$ cat config.mk
export PLATFORM = sky130hd
export DESIGN_NAME = sram_block_mover
export DESIGN_NICKNAME = d
export VERILOG_FILES = /design/src/rtl/sram_pkg.sv /design/src/rtl/sram_block_mover.sv
export SDC_FILE = /design/constraint.sdc
export NUM_CORES = 1
export LEC_CHECK = 0
export ABC_AREA = 0
export ABC_CLOCK_PERIOD_IN_PS = 4800
export CAP_MARGIN = 25
export CELL_PAD_IN_SITES_DETAIL_PLACEMENT = 0
export CELL_PAD_IN_SITES_GLOBAL_PLACEMENT = 1
export CORE_MARGIN = 5
export CORE_UTILIZATION = 41
export CTS_BUF_LIST = sky130_fd_sc_hd__clkbuf_4
export DETAILED_ROUTE_END_ITERATION = 8
export GPL_ROUTABILITY_DRIVEN = 0
export GPL_TIMING_DRIVEN = 0
export HOLD_SLACK_MARGIN = 0.12
export MAX_ROUTING_LAYER = met4
export PLACE_DENSITY_LB_ADDON = 0.3
export SLEW_MARGIN = 10
export SYNTH_ARGS = -nofsm -noshare
export SYNTH_HDL_FRONTEND = slang
export SYNTH_SLANG_ARGS = --single-unit
$ cat constraint.sdc
create_clock -name Clk -period 4.8 [get_ports Clk]
set_input_delay 0.72 -clock Clk [delete_from_list [all_inputs] [get_ports Clk]]
set_output_delay 0.72 -clock Clk [all_outputs]
set_load 0.01 [all_outputs]
$ cat src/rtl/sram_pkg.sv
// sram_pkg: constants and types shared by the block mover and the SRAM it drives.
package sram_pkg;

    localparam int ADDR_W = 15;
    localparam int DATA_W = 8;
    localparam int LEN_W  = ADDR_W + 1;

    localparam logic OP_COPY = 1'b0;
    localparam logic OP_FILL = 1'b1;

    typedef enum logic [1:0] {
        IDLE = 2'd0,
        RD   = 2'd1,
        WR   = 2'd2,
        DONE = 2'd3
    } moverState_e;

endpackage

$ cat src/rtl/sram_block_mover.sv
// sram_block_mover: host-commanded COPY/FILL engine that is the sole initiator
// on the single-port synchronous SRAM. One byte moves per RD/WR pair (COPY)
// or per WR cycle (FILL), always in ascending address order.
module sram_block_mover
    import sram_pkg::*;
#(
    parameter int ADDR_W = sram_pkg::ADDR_W,
    parameter int DATA_W = sram_pkg::DATA_W,
    parameter int LEN_W  = sram_pkg::LEN_W
) (
    input  logic              Clk,
    input  logic              Rst,
    input  logic              Start,
    input  logic              Op,
    input  logic [ADDR_W-1:0] Src_Addr,
    input  logic [ADDR_W-1:0] Dst_Addr,
    input  logic [LEN_W-1:0]  Len,
    input  logic [DATA_W-1:0] Fill_Value,
    input  logic              Abort,
    output logic              Busy,
    output logic              Done,
    output logic [ADDR_W-1:0] Mem_Addr,
    output logic              Mem_RW,
    output logic              Mem_En,
    output logic [DATA_W-1:0] Mem_Data_In,
    input  logic [DATA_W-1:0] Mem_Data_Out
);

    moverState_e       state_q;
    logic              opFill_q;
    logic [ADDR_W-1:0] srcAddr_q;
    logic [ADDR_W-1:0] dstAddr_q;
    logic [LEN_W-1:0]  len_q;
    logic [LEN_W-1:0]  idx_q;
    logic [DATA_W-1:0] fillValue_q;

    logic [LEN_W-1:0]  idx_d;
    logic              lastByte;
    logic [ADDR_W-1:0] idxOffset;

    // The index is wider than the address so lengths beyond the SRAM size
    // count correctly; only its low bits form the wrapping address offset.
    assign idx_d     = idx_q + LEN_W'(1);
    assign lastByte  = (idx_q == (len_q - LEN_W'(1)));
    assign idxOffset = idx_q[ADDR_W-1:0];

    assign Busy = (state_q == RD) || (state_q == WR);
    assign Done = (state_q == DONE);

    // Command sequencer: latches the command in IDLE, then steps RD/WR until the last byte or an abort.
    always_ff @(posedge Clk or negedge Rst) begin
        if (!Rst) begin
            state_q     <= IDLE;
            opFill_q    <= OP_COPY;
            srcAddr_q   <= '0;
            dstAddr_q   <= '0;
            len_q       <= '0;
            idx_q       <= '0;
            fillValue_q <= '0;
        end else begin
            case (state_q)
                IDLE: begin
                    if (Start) begin
                        opFill_q    <= Op;
                        srcAddr_q   <= Src_Addr;
                        dstAddr_q   <= Dst_Addr;
                        len_q       <= Len;
                        fillValue_q <= Fill_Value;
                        idx_q       <= '0;
                        if (Len == '0) begin
                            state_q <= DONE;
                        end else if (Op == OP_FILL) begin
                            state_q <= WR;
                        end else begin
                            state_q <= RD;
                        end
                    end
                end
                RD: begin
                    if (Abort) begin
                        state_q <= IDLE;
                    end else begin
                        state_q <= WR;
                    end
                end
                WR: begin
                    if (Abort) begin
                        state_q <= IDLE;
                    end else begin
                        idx_q <= idx_d;
                        if (lastByte) begin
                            state_q <= DONE;
                        end else if (opFill_q == OP_FILL) begin
                            state_q <= WR;
                        end else begin
                            state_q <= RD;
                        end
                    end
                end
                DONE: begin
                    state_q <= IDLE;
                end
                default: begin
                    state_q <= IDLE;
                end
            endcase
        end
    end

    // SRAM request decode; in a COPY write the data comes straight from the read issued on the previous edge.
    always_comb begin
        Mem_En      = 1'b0;
        Mem_RW      = 1'b0;
        Mem_Addr    = '0;
        Mem_Data_In = '0;
        case (state_q)
            RD: begin
                Mem_En   = 1'b1;
                Mem_RW   = 1'b0;
                Mem_Addr = srcAddr_q + idxOffset;
            end
            WR: begin
                Mem_En      = 1'b1;
                Mem_RW      = 1'b1;
                Mem_Addr    = dstAddr_q + idxOffset;
                Mem_Data_In = (opFill_q == OP_FILL) ? fillValue_q : Mem_Data_Out;
            end
            default: begin
                Mem_En      = 1'b0;
                Mem_RW      = 1'b0;
                Mem_Addr    = '0;
                Mem_Data_In = '0;
            end
        endcase
    end

endmodule

[Yosys cells after proc, flatten, opt, wreduce, memory -nomap -nowiden]
Index checks and enable logic that the tools add are counted.
Cells by class
  add/sub/neg operators: 4
  $mul: 0
  divide/modulo/power cells: 0
  $lt $le $gt $ge: 0
  equal/unequal tests: 6
  shifts and indexed selects: 0
  muxes and demuxes: 16
  bitwise operators: 0
  reductions and logical operators: 7
Operator list (count)
  $mux W16: 2
  $pmux W16 S2: 1
  $add A15 B15 Y15: 2
  $pmux W15 S2: 1
  $add A16 B1 Y16 const B: 1
  $eq A16 B16 Y1: 1
  $logic_not A16 Y1: 1
  $mux W8: 2
  $sub A16 B1 Y16 const B: 1
  $mux W2: 7
  $pmux W2 S4: 1
  $eq A2 B2 Y1 const B: 2
  $ne A2 B2 Y1 const B: 2
  $reduce_and A3 Y1: 1
  $eq A2 B1 Y1 const B: 1
  $logic_not A2 Y1: 1
  $mux W1: 2
  $reduce_and A2 Y1: 1
  $reduce_bool A2 Y1: 1
  $reduce_or A2 Y1: 1
  $logic_or A1 B1 Y1: 1
Storage, ports and cells
  bits in registers: 73
  latch bits: 0
  memory bits (writable): 0
  bits in read-only memories: 0
  input bits: 67
  output and inout port bits: 27
  memories: 0

[Logic depth before layout (Yosys ltp)]
Gate-level depths: netlist of the first run.
  word-level depth: 5
  depth in mapped cells: 14
  gate-level depth less buffers: 12

[Worst setup path before layout of the first run]
No wires, ideal clock.
  kind: reg2out
  start point: register state_q[0]
  end point: output Mem_Addr[9]
  data arrival time: 3.357 ns
  required time: 4.080 ns
  slack: 0.723 ns
  stages on the path, launching flop included: 12
  path buffers: 2
  path through: dfrtp_1 inv_1 ha_1 clkbuf_1 buf_1 mux2_2 ha_1 or4_1 a21oi_1 o21bai_1 or2_2 a21oi_1
On the way
  word-level cells in the longest chain between the ends: 2
Ends and longest elaborated chain
  start: declaration: line sram_block_mover.sv:29  | moverState_e state_q;
  start signal: assignment: line sram_block_mover.sv:53  | state_q <= IDLE;
  start signal: assignment: line sram_block_mover.sv:71  | state_q <= DONE;
  start signal: assignment: line sram_block_mover.sv:73  | state_q <= WR;
  $eq A2 B2 Y1 / $eq A2 B1 Y1 (equally long branches): line sram_block_mover.sv:116  | case (state_q)
  $pmux W15 S2 (*): line sram_block_mover.sv:116
  end: declaration: line sram_block_mover.sv:22  | output logic [ADDR_W-1:0] Mem_Addr,
Mark *: on every way between the ends. The rest lies on a longest branch, timed or not.

[Final worst setup path of the first run]
  start point: register state_q[0]
  end point: output Mem_Addr[13]
The elaborated chain is that of the path after synthesis.

==> results of run 1 <==
-- final timing paths --
path	from	endpoint	slack (ns)	depth (start not counted)
hold reg to reg	dstAddr_q[7]	dstAddr_q[7]	0.51	1
setup reg to reg	state_q[0]	srcAddr_q[5]	2.20	6
min in group Clk	dstAddr_q[7]	dstAddr_q[7]	0.51	1
max in group asynchronous	Rst	len_q[14]	4.08	2
setup / recovery	state_q[0]	Mem_Addr[13]	0.23	13
hold / removal	Rst	dstAddr_q[4]	0.14	1
-- Yosys cell counts, types with 5 or more instances --
cell / count / area (µm²)
sky130_fd_sc_hd__or3_1: 9 / 56.3
sky130_fd_sc_hd__clkbuf_1: 14 / 52.6
sky130_fd_sc_hd__nand4_1: 11 / 68.8
sky130_fd_sc_hd__dfrtp_1: 73 / 1830
sky130_fd_sc_hd__nor4_1: 7 / 43.8
sky130_fd_sc_hd__nand3_1: 12 / 60.1
sky130_fd_sc_hd__xor2_1: 19 / 166
sky130_fd_sc_hd__nand2_1: 15 / 56.3
sky130_fd_sc_hd__mux2i_1: 11 / 110
sky130_fd_sc_hd__nor2_1: 31 / 116
sky130_fd_sc_hd__ha_1: 21 / 263
sky130_fd_sc_hd__o21ai_0: 17 / 85.1
sky130_fd_sc_hd__a21oi_1: 19 / 95.1
sky130_fd_sc_hd__nor2b_1: 14 / 87.6
sky130_fd_sc_hd__mux2_2: 70 / 788
sky130_fd_sc_hd__nor3_1: 11 / 55.1
sky130_fd_sc_hd__nand2b_1: 5 / 31.3
sky130_fd_sc_hd__inv_1: 15 / 56.3
sky130_fd_sc_hd__xnor2_1: 13 / 114
sky130_fd_sc_hd__o21a_1: 9 / 67.6
-- worst register-to-register path: stages (launching register included) --
cell                       delay [ns]
sky130_fd_sc_hd__dfrtp_1         0.42
sky130_fd_sc_hd__inv_1           0.12
sky130_fd_sc_hd__ha_1            0.26
sky130_fd_sc_hd__nand2_1         0.09
sky130_fd_sc_hd__clkbuf_1        0.60
sky130_fd_sc_hd__clkbuf_1        0.61
sky130_fd_sc_hd__mux2_2          0.41
-- final cells by class --
| type | instances | area [µm²] |
|---|---|---|
| flip-flops and latches | 73 | 1830 |
| clock buffers | 11 | 82.6 |
| multi-input cells | 345 | 2750 |
| plain buffers | 18 | 95.1 |
| inverters | 15 | 56.3 |
| clock inverters | 4 | 68.8 |
| well taps | 143 | 179 |
| fillers | 1015 | 5250 |
| repair buffers | 95 | 965 |
-- per-layer routing --
metal,GRT usage (%),vias to the layer above
li1,-,1846
met1,23.4,1854
met2,30.1,71
met3,4.40,10
met4,5.88,0
met5,-,-
-- state kept, by name, summed over array words and instances, names as in the netlist --
signal	cells
idx_q	16
len_q	16
dstAddr_q	15
fillValue_q	8
srcAddr_q	15
opFill_q	1
state_q	2
-- power breakdown --
group / leakage, nW / internal [mW] / switching, mW
Sequential: 0.894 / 0.866 / 0.217
Combinational: 1.51 / 1.01 / 0.885
Clock: 0.0844 / 0.218 / 0.226
Total: 2.49 / 2.10 / 1.33
-- logic make-up (layout without fill, tap and decap cells) --
group / after synthesis / after routing / synth area share (%)
buf+inv: 33 / 143 / 2.77
mux: 81 / 81 / 19.3
simple gates: 137 / 137 / 16.3
fa+ha+maj: 22 / 22 / 6.08
flops: 73 / 73 / 39.3
xor+xnor: 32 / 32 / 6.02
compound gates: 73 / 73 / 10.2
-- through the flow --
step / TNS, ns / std cells / util, % / cell area (µm²) / hold WS, ns
floorplan: 0 / 451 / - / 4650 / 0.424
global placement: -2.07 / 687 / 51.1 / 5760 / 0.483
detailed placement: -2.66 / 688 / 51.3 / 5790 / 0.488
CTS: 0 / 703 / 52.9 / 5970 / 0.126
global route: -0.00526 / 704 / 53.4 / 6020 / 0.138
finish: 0 / 704 / 53.4 / 6020 / 0.138
-- timing repair --
item | 4_1_cts | 5_1_grt
pin swaps | 1 | 1
setup buffers | 0 | 1
gates resized for setup | 12 | 9
setup endpoints to repair | 14 | 8
==> results.yml, run 1 <==
yosys:
  synth_edf_count: 0
  post_synthesis_cell_area_um2: 4650
  yosys_warnings: 0
  synthCells: 451
  synthDistinctLibCells: 52
  ys_seq_elements: 73
  ys_dominant_reg_cell: "sky130_fd_sc_hd__dfrtp_1"
  share_of_flip_flops_with_an_asynchronous_set_or_reset_after_synthesis_pct: 100
  sequential_area_share_after_synthesis_pct: 39.3
  synth_fp_nets: 540
  synth_area_per_cell_um2: 10.3
cts:
  clock_sink_count: 73
  tritoncts.num_buffers: 9
  cts.hold.buffers_added: 0
  clk_transition_reported_paths_ns: 0.13
  cts.path.max_buffers: 2
  htree_num_levels: 3
  worstSkewPairLatency_ns: 0.46
  clock-root-buffer: "sky130_fd_sc_hd__clkbuf_4"
  cts_tree: "built"
timing:
  timing.final.ws_setup_ns: 0.234
  report.final.hold_viol_count: 0
  max-slew-margin-rel_pct: 47.6
  min_period_over_period_pct: 95.1
  slew_violations: 0
  setup_viol: 0
  worst_margin_slew_ns: 0.787
  clock_period_minus_final_worst_setup_slack_ns: 4.57
  fin_skew_ns: 0.0167
  fmax_mhz: 219
global_route:
  grt_start_max_net_pins: 54
  grt_pass1_wl_um: 19100
  grt_pass1_vias: 3930
  antenna_found_initial: 0
  all_layer_gr_usage_pct: 18.7
  grt-ovfl-total: 0
setup_path:
  timing.critical_path.cells: "inv_1 > ha_4 > buf_8 > buf_8 > mux2_2 > ha_4 > o21a_1 > o21a_1 > o211ai_1 > o21a_1 > or3_1 > nand3_1 > clkdlybuf4s50_1"
  worstPathBufferInverterCount: 4
  cp_top_delay_family: "buffers and inverters"
  cpMostUsedCell: "sky130_fd_sc_hd__o21a_1"
  critical_path_peak_fanout: 10
  crit_slowest_cell: "sky130_fd_sc_hd__clkdlybuf4s50_1"
  cp-end-kind: "output pin"
  startpoint_type: "flop"
  setup.worst_path.class: "flop to output pin"
  slowest_delay_ns: 0.54
  critical_path_required_ns: 4.08
  timing.critical_path.arrival_ns: 3.85
die:
  initial_utilization_pct: 41.3
  floorplan.rows: 39
  die_x_um: 117
  top_level_ports: 94
  die-area_um2: 13600
  core-area_um2: 11300
  die-height_um: 117
drt:
  detailroute.wirelength.met2_um: 5640
  highest-signal-layer: "met4"
  route.detailed.vias_per_inst: 5.37
  wl_um: 11700
  detailroute.via_count: 3781
  number_of_search_and_repair_iterations_in_the_first_detailed_routing_pass: 4
  detail_route.iter0.violations: 136
  wl_met3_um: 482
  wl_per_cell_um: 16.7
  ant_nets: 0
  route.layer.met1.wl_um: 5450
  drc_violation_count_after_routing: 0
worst_hold_path:
  timing.hold.worst.class: "input pin to asynchronous set/reset pin"
placed_design:
  buffer_ports.inserted: 93
  dp_slack_ns: -0.506
  post-dp-hpwl_um: 8930
final_layout:
  most_used_cells_in_the_layout_excluding_fill_and_tap_cells: "87 x sky130_fd_sc_hd__clkdlybuf4s50_1, 73 x sky130_fd_sc_hd__dfrtp_1, 70 x sky130_fd_sc_hd__mux2_2"
  layout_commonest_cell: "sky130_fd_sc_hd__clkdlybuf4s50_1"
  design.final.nets: 646
  areaGrowthSynthToFinish_pct: 29.4
  drive_above_1_share_pct: 19.3
  antenna_cells_inserted: 0
pwr:
  ir_worst_vdd_v: 0.000318
  power_density_nw_per_um2: 569
  power_mw: 3.42
  leakage_nw: 2.49
job:
  maxCapViolCount: 0
status:
  outcome: "completed"
Note: power is estimated with default switching activity, not from simulation.
==> run 2, diff against run 1 <==
Settings changed: CTS_CLUSTER_SIZE set to 20, HOLD_SLACK_MARGIN 0.12 to unset, SLEW_MARGIN 10 to unset.
==> results of run 2 <==
No change in the layout: final DEF, timing and power equal those of run 1.
==> run 3, diff against run 2 <==
Settings changed: CORE_UTILIZATION 41 to 37, SLEW_MARGIN set to 10.
==> run 3 against run 2 <==
Net effect: clock skew increased by 0.0030 ns; fmax increased by 1.7%; worst hold slack improved by 0.094 ns; global-route usage decreased by 1.9 points; sequential cell count unchanged; die area increased by 9.9%; critical path depth decreased by 1; combinational power about the same; sequential share of layout area decreased by 0.082 points; count of clock-buffer cells in the layout decreased by 1; utilization decreased by 5.0 points; via count decreased by 0.77%.
==> results.yml, run 3 (synthesized netlist as in run 1, its figures left out) <==
status:
  outcome: "completed"
drt:
  ant_nets: 0
  drc_violation_count_after_routing: 0
  detailroute.via_count: 3752
  wl_per_cell_um: 15.8
  detail_route.iter0.violations: 149
  number_of_search_and_repair_iterations_in_the_first_detailed_routing_pass: 4
  wl_um: 11600
  route.detailed.vias_per_inst: 5.10
die:
  floorplan.rows: 41
  die-area_um2: 14900
  initial_utilization_pct: 37.3
  die_x_um: 122
  die-height_um: 122
  top_level_ports: 94
  core-area_um2: 12500
cts:
  cts.path.max_buffers: 2
  clk_transition_reported_paths_ns: 0.13
  cts_tree: "built"
  htree_num_levels: 3
  tritoncts.num_buffers: 9
  clock-root-buffer: "sky130_fd_sc_hd__clkbuf_4"
  worstSkewPairLatency_ns: 0.45
  cts.hold.buffers_added: 0
  clock_sink_count: 73
worst_hold_path:
  timing.hold.worst.class: "input pin to asynchronous set/reset pin"
setup_path:
  critical_path.reg2reg.endpoint: "dstAddr_q[12]"
  setup.worst_path.class: "flop to output pin"
  worst_reg2reg_path_depth: 6
  critical_path_required_ns: 4.08
  crit-reg2reg-launch: "state_q[1]"
  critical_path_peak_fanout: 10
  startpoint_type: "flop"
  slowest_delay_ns: 0.57
  cp-end-kind: "output pin"
  rrSetupSlack_ns: 2.21
  crit_slowest_cell: "sky130_fd_sc_hd__or4_4"
  cpMostUsedCell: "sky130_fd_sc_hd__buf_8"
  timing.critical_path.arrival_ns: 3.77
  timing.critical_path.cells: "inv_1 > ha_2 > buf_8 > buf_8 > mux2_2 > ha_1 > or4_4 > a21oi_2 > o21a_1 > o21ai_0 > nor2_1 > clkdlybuf4s50_1"
timing:
  report.final.hold_viol_count: 0
  fin_skew_ns: 0.0197
  slew_violations: 0
  unrepaired_setup_endpoints_after_global_routing: "false"
  worst_margin_slew_ns: 0.869
  fin_worst_hold_slack_ns: 0.232
  min_period_over_period_pct: 93.6
  clock_period_minus_final_worst_setup_slack_ns: 4.49
  fmax_mhz: 223
  setup_viol: 0
  max-slew-margin-rel_pct: 42.0
final_layout:
  antenna_cells_inserted: 0
  postLayoutCellArea_um2: 6040
  most_used_cells_in_the_layout_excluding_fill_and_tap_cells: "86 x sky130_fd_sc_hd__clkdlybuf4s50_1, 73 x sky130_fd_sc_hd__dfrtp_1, 70 x sky130_fd_sc_hd__mux2_2"
  layout_commonest_cell: "sky130_fd_sc_hd__clkdlybuf4s50_1"
  drive_above_1_share_pct: 19.5
  areaGrowthSynthToFinish_pct: 29.8
  top_regs: "idx_q x16, len_q x16"
  design.final.nets: 647
global_route:
  grt_pass1_vias: 3853
  all_layer_gr_usage_pct: 16.9
  antenna_found_initial: 0
  grt-ovfl-total: 0
  grt_pass1_wl_um: 19000
  grt_start_max_net_pins: 39
placed_design:
  post-dp-hpwl_um: 9000
  buffer_ports.inserted: 93
  placement.cell_area_um2: 5820
pwr:
  power_density_nw_per_um2: 559
  ir_worst_vdd_v: 0.000231
  leakage_nw: 2.49
job:
  maxCapViolCount: 0
-- run 3: changes by cell type in the layout (fill, tap and decap cells not counted), sizes merged --
cell,change
bufinv,-1
clkbuf,-1
clkinv,+2
clkinvlp,+1
clkdlybuf4s50,-1
dlymetal6s2s,+1
buf,+1
-- run 3: timing repair --
action                                  in CTS  in global routing
pin swaps                                    2                  2
gates resized for setup                     12                 10
buffers inserted                             0                  2
endpoints found under the setup margin      13                  7
-- run 3: worst max path at each step --
stage / from / end / slack [ns] / cells past startpoint
floorplan: state_q[0] / Mem_Addr[9] / 0.72 / 11
global placement: state_q[0] / Mem_Addr[14] / -0.45 / 15
detailed placement: state_q[0] / Mem_Addr[12] / -0.46 / 15
CTS: state_q[0] / Mem_Addr[13] / 0.001 / 13
global route: state_q[0] / Mem_Addr[14] / 0.06 / 15
finish: state_q[0] / Mem_Addr[11] / 0.31 / 12
-- run 3: worst max-delay path, delay by kind of cell (launching register included) --
| kind | cells | cell delay [ns] |
|---|---|---|
| AND/OR/NAND/NOR | 2 | 0.70 |
| flip-flops | 1 | 0.43 |
| buffers and inverters | 4 | 0.99 |
| adder cells (fa/ha/maj) | 2 | 0.43 |
| multiplexers | 1 | 0.35 |
| AO/OA/AOI/OAI | 3 | 0.44 |
-- run 3: metrics by stage --
step                      util (%)  worst slack, ns  TNS (ns)  power (mW)  instances
after floorplan                  -            0.723         0        2.28        451
final                         48.4            0.309         0        3.37        735
after detailed placement      46.7           -0.462     -2.29        2.98        717
after global routing          48.4           0.0569         0        3.64        735
after CTS                     47.9          0.00120         0        3.39        733
after global placement        46.5           -0.454     -2.18        2.93        716
-- run 3: per-layer routing --
| layer | up-vias | part of all wire [%] | track usage, % | routed length (µm) |
|---|---|---|---|---|
| met2 | 82 | 48 | 26.8 | 5580 |
| li1 | 1843 | - | - | - |
| met4 | 0 | 1.5 | 5.67 | 180 |
| met5 | - | 0 | - | 0 |
| met1 | 1814 | 47 | 21.6 | 5430 |
| met3 | 13 | 3.9 | 3.62 | 459 |
-- run 3: layout make-up --
type | count | area [µm²]
multi-input combinational | 345 | 2740
timing repair buffer | 96 | 967
sequential | 73 | 1830
inverter | 15 | 56.3
clock inverter | 6 | 58.8
fill | 1187 | 6430
tap | 172 | 215
buffer | 18 | 95.1
clock buffer | 10 | 75.1
-- run 3: power by group --
| group | switching, mW | leakage [nW] | internal (mW) |
|---|---|---|---|
| combinational | 0.893 | 1.53 | 1.01 |
| clock | 0.228 | 0.0715 | 0.161 |
| sequential | 0.212 | 0.894 | 0.866 |
==> variant 1 (flow settings as in run 1) <==
Add an input register stage for `Dst_Addr`, without a reset; this delays it by one clock. The other inputs are not delayed to match.
--- a/src/rtl/sram_block_mover.sv
+++ b/src/rtl/sram_block_mover.sv
@@ -25,6 +25,12 @@
     output logic [DATA_W-1:0] Mem_Data_In,
     input  logic [DATA_W-1:0] Mem_Data_Out
 );
+
+    logic [ADDR_W-1:0] Dst_Addr_q;
+
+    always_ff @(posedge Clk) begin
+        Dst_Addr_q <= Dst_Addr;
+    end
 
     moverState_e       state_q;
     logic              opFill_q;
@@ -63,7 +69,7 @@
                     if (Start) begin
                         opFill_q    <= Op;
                         srcAddr_q   <= Src_Addr;
-                        dstAddr_q   <= Dst_Addr;
+                        dstAddr_q   <= Dst_Addr_q;
                         len_q       <= Len;
                         fillValue_q <= Fill_Value;
                         idx_q       <= '0;
Function: changed (a bounded check fails within 4 cycles, from zero or initial values and one cycle with Rst low).
==> variant 1 against run 1 <==
Sequential cell count is 15 higher; final cell count increased by 2.3%; design area up 4.6%; routed wire length is 0.95% lower; first-iteration DRC count increased by 64%; core utilization down 0.54 points; setup slack worse by 0.029 ns; power increased by 9.3%; count of clock-buffer cells in the layout fell by 2; register-to-register slack got worse by 0.38 ns; sequential power up 13%; via count fell by 2.5%; area after synthesis up 5.9%; largest cell class unchanged; highest routed layer unchanged.
==> variant 1: results (changes against run 1) <==
- Fill cells: 1092 (+7.6%)
- Final hold slack: 0.473 ns (+0.335 ns)
- # resized after CTS: 15 (+3)
- Worst R2R Start: len_q[0]
- Leak: 2.65 nW (+6.2%)
- Metal-1 WL: 5580 um (+2.4%)
- Most frequent cells after synthesis: 73 x dfrtp_1, 68 x mux2_2, 35 x nor2_1
- Total GRT Usage: 17.4% (-1.3 points)
- Clock power share: 11.2% (-1.8 points)
- Met3 WL: 434 um (-10%)
- Hold-fix buffer count after cts: 1 (+1)
- Worst vdd ir: 0.292 mV (-8.3%)
- Global-route wire length before repair: 19200 um (+0.72%)
- Post-synthesis mux area share: 18.0% (-1.3 points)
- Share of cells above drive strength 1: 17.8% (-1.5 points)
- Asr flop ratio synth: 83.0% (-17 points)
- Sequential area share after synthesis: 43.2% (+3.9 points)
- WL/cell: 16.1 um (-3.1%)
- Crit path DAT: 3.87 ns (+0.02 ns)
- Met3 Use GR: 4.90% (+0.50 points)
- Post-DP Area: 6060 sq um (+4.8%)
- Met2 wire length: 5480 um (-2.9%)
- Mapped Cells: 460 (+2.0%)
- Outcome: completed
- Placed Instances: 701 (+1.9%)
- FF-to-FF setup slack: 1.82 ns (-0.38 ns)
- Largest net degree at the start of global routing: 55 (+1.9%)
- Switching part of the total: 38.3% (-0.45 points)
- Met2 usage: 27.3% (-2.8 points)
- Post-synthesis xor/xnor area fraction: 7.83% (+1.8 points)
- Detail Placement HPWL: 8850 um (-0.97%)
- Final period utilization: 95.7% (+0.61 points)
- R2R depth: 8 (+2)
- Synth top area cells: dfrtp_1 37%, mux2_2 16%, dfxtp_1 6.1%, xnor2_1 5.5%, ha_1 5.3%
- Post-synthesis compound-gate area fraction: 8.79% (-1.5 points)
- Max-slew headroom: 51.6% (+4.0 points)
- Post-Place Setup Slack: -0.797 ns (-0.291 ns)
- Final Net Count: 657 (+1.7%)
- Worst reg2reg path endpoint: state_q[1]
## variant 1: cell types whose count changed in the layout (fill, tap and decap cells not counted), moves of 7 or more
| cell | delta |
|---|---|
| dfxtp_1 | +15 |
| and2_1 | +8 |
| xnor2_1 | +18 |
| nand4_1 | -7 |
| nor2b_1 | -9 |
## variant 1: worst reg2reg max path, cell delays in order, from the launching register on
cell and delay, ns:
dfrtp_1 0.47, or4_4 0.53, buf_6 0.16, or3_4 0.40
xor2_1 0.17, o32ai_2 0.21, a21oi_1 0.09, or4_1 0.59
o31ai_1 0.29
## variant 1: area by class of cell
type | count | area (sq um) | area share [%]
multi-input cells | 340 | 2710 | 43.0
flip-flops and latches | 88 | 2130 | 33.8
repair buffers | 97 | 988 | 15.7
well taps | 147 | 184 | 2.92
plain buffers | 17 | 97.6 | 1.55
clock inverters | 7 | 70.1 | 1.11
clock buffers | 9 | 67.6 | 1.07
inverters | 15 | 56.3 | 0.894
==> variant 2 (config.mk and constraints of run 1) <==
Without the edit above. Set the package constant `DATA_W` to 7 (it was 8).
--- a/src/rtl/sram_pkg.sv
+++ b/src/rtl/sram_pkg.sv
@@ -2,7 +2,7 @@
 package sram_pkg;
 
     localparam int ADDR_W = 15;
-    localparam int DATA_W = 8;
+    localparam int DATA_W = 7;
     localparam int LEN_W  = ADDR_W + 1;
 
     localparam logic OP_COPY = 1'b0;
Ports: changed (resized Fill_Value, Mem_Data_In and Mem_Data_Out); port bits go from 94 to 91. The function was not compared with the original's and may differ.
==> variant 2 against run 1 <==
Setup slack got worse by 0.039 ns; clock power fell by 5.0%; sequential cell count fell by 1; routed wire length fell by 2.0%; area after synthesis fell by 0.51%; design area fell by 0.56%; power rose by 1.3%; hold slack improved by 0.041 ns; register-to-register slack got worse by 0.03 ns; sequential power fell by 4%; critical path type unchanged; critical endpoint is now Mem_Addr[10]; largest cell class unchanged; highest routed layer unchanged.
==> variant 2: results (changes against run 1) <==
- Global-route wire length before repair: 18200 um (-4.3%)
- P_int: 0.00207 W (-1.4%)
- Skew-Pair Late Insertion Delay: 0.43 ns (-0.03 ns)
- Worst R2R Start: len_q[0]
- Clock skew: 0.0236 ns (+0.00692 ns)
- Placed Instances: 676 (-1.7%)
- Clock power share: 12.2% (-0.8 points)
- Final wirelength: 11500 um (-2.0%)
- Detail Placement HPWL: 8930 um (about the same)
- Port-buffer cells: 90 (-3.2%)
- WL/cell: 16.5 um (-1.0%)
- Outcome: completed
- Leak: 2.45 nW (-1.6%)
- Largest net degree at the start of global routing: 50 (-7.4%)
- Final Net Count: 639 (-1.1%)
- Mapped Cells: 445 (-1.3%)
- FF-to-FF setup slack: 2.17 ns (-0.03 ns)
- Synth top area cells: dfrtp_1 39%, mux2_2 17%, ha_1 5.7%, xnor2_1 3.4%, xor2_1 3.2%
- Post-DP Area: 5730 sq um (-0.99%)
- Crit path DAT: 3.88 ns (+0.03 ns)
- Most frequent cells after synthesis: 72 x dfrtp_1, 68 x mux2_2, 25 x nor2_1
- Post-Place Setup Slack: -0.639 ns (-0.133 ns)
- Syn nets: 532 (-1.5%)
- Max-slew headroom: 56.5% (+9.0 points)
- Sequential area share after synthesis: 38.9% (-0.34 points)
- Via density: 5.31 (-1.1%)
- Number of global-route vias before repair: 3687 (-6.2%)
==> variant 2: routing by layer <==
layer	part of all wire, %	GRT usage (%)	wire [um]
met5	0	-	0
met4	1.2	4.72	139
met3	4.4	3.01	502
met2	47	28.9	5450
met1	47	22.8	5390
==> variant 2: cells by family after synthesis <==
logic type      share of synthesized area, %
simple gates                            15.6
buf+inv                                 3.33
flops                                   38.9
fa+ha+maj                               6.11
mux                                     18.9
xor+xnor                                6.62
compound gates                          10.5
==> variant 2: final cells by class <==
class	count	area [sq um]	area share, %
multi-input combinational	338	2720	45.5
buffer	20	115	1.92
sequential	72	1800	30.1
tap	140	175	2.93
clock inverter	7	85.1	1.42
clock buffer	9	67.6	1.13
timing repair buffer	96	962	16.1
inverter	15	56.3	0.940
==> variant 2: what timing repair did <==
action / 4_1_cts / 5_1_grt
setup endpoints to repair: 9 / 7
pin swaps: 1 / 3
buffers inserted: 2 / 3
hold buffers: 0 / 0
gates resized for setup: 13 / 13
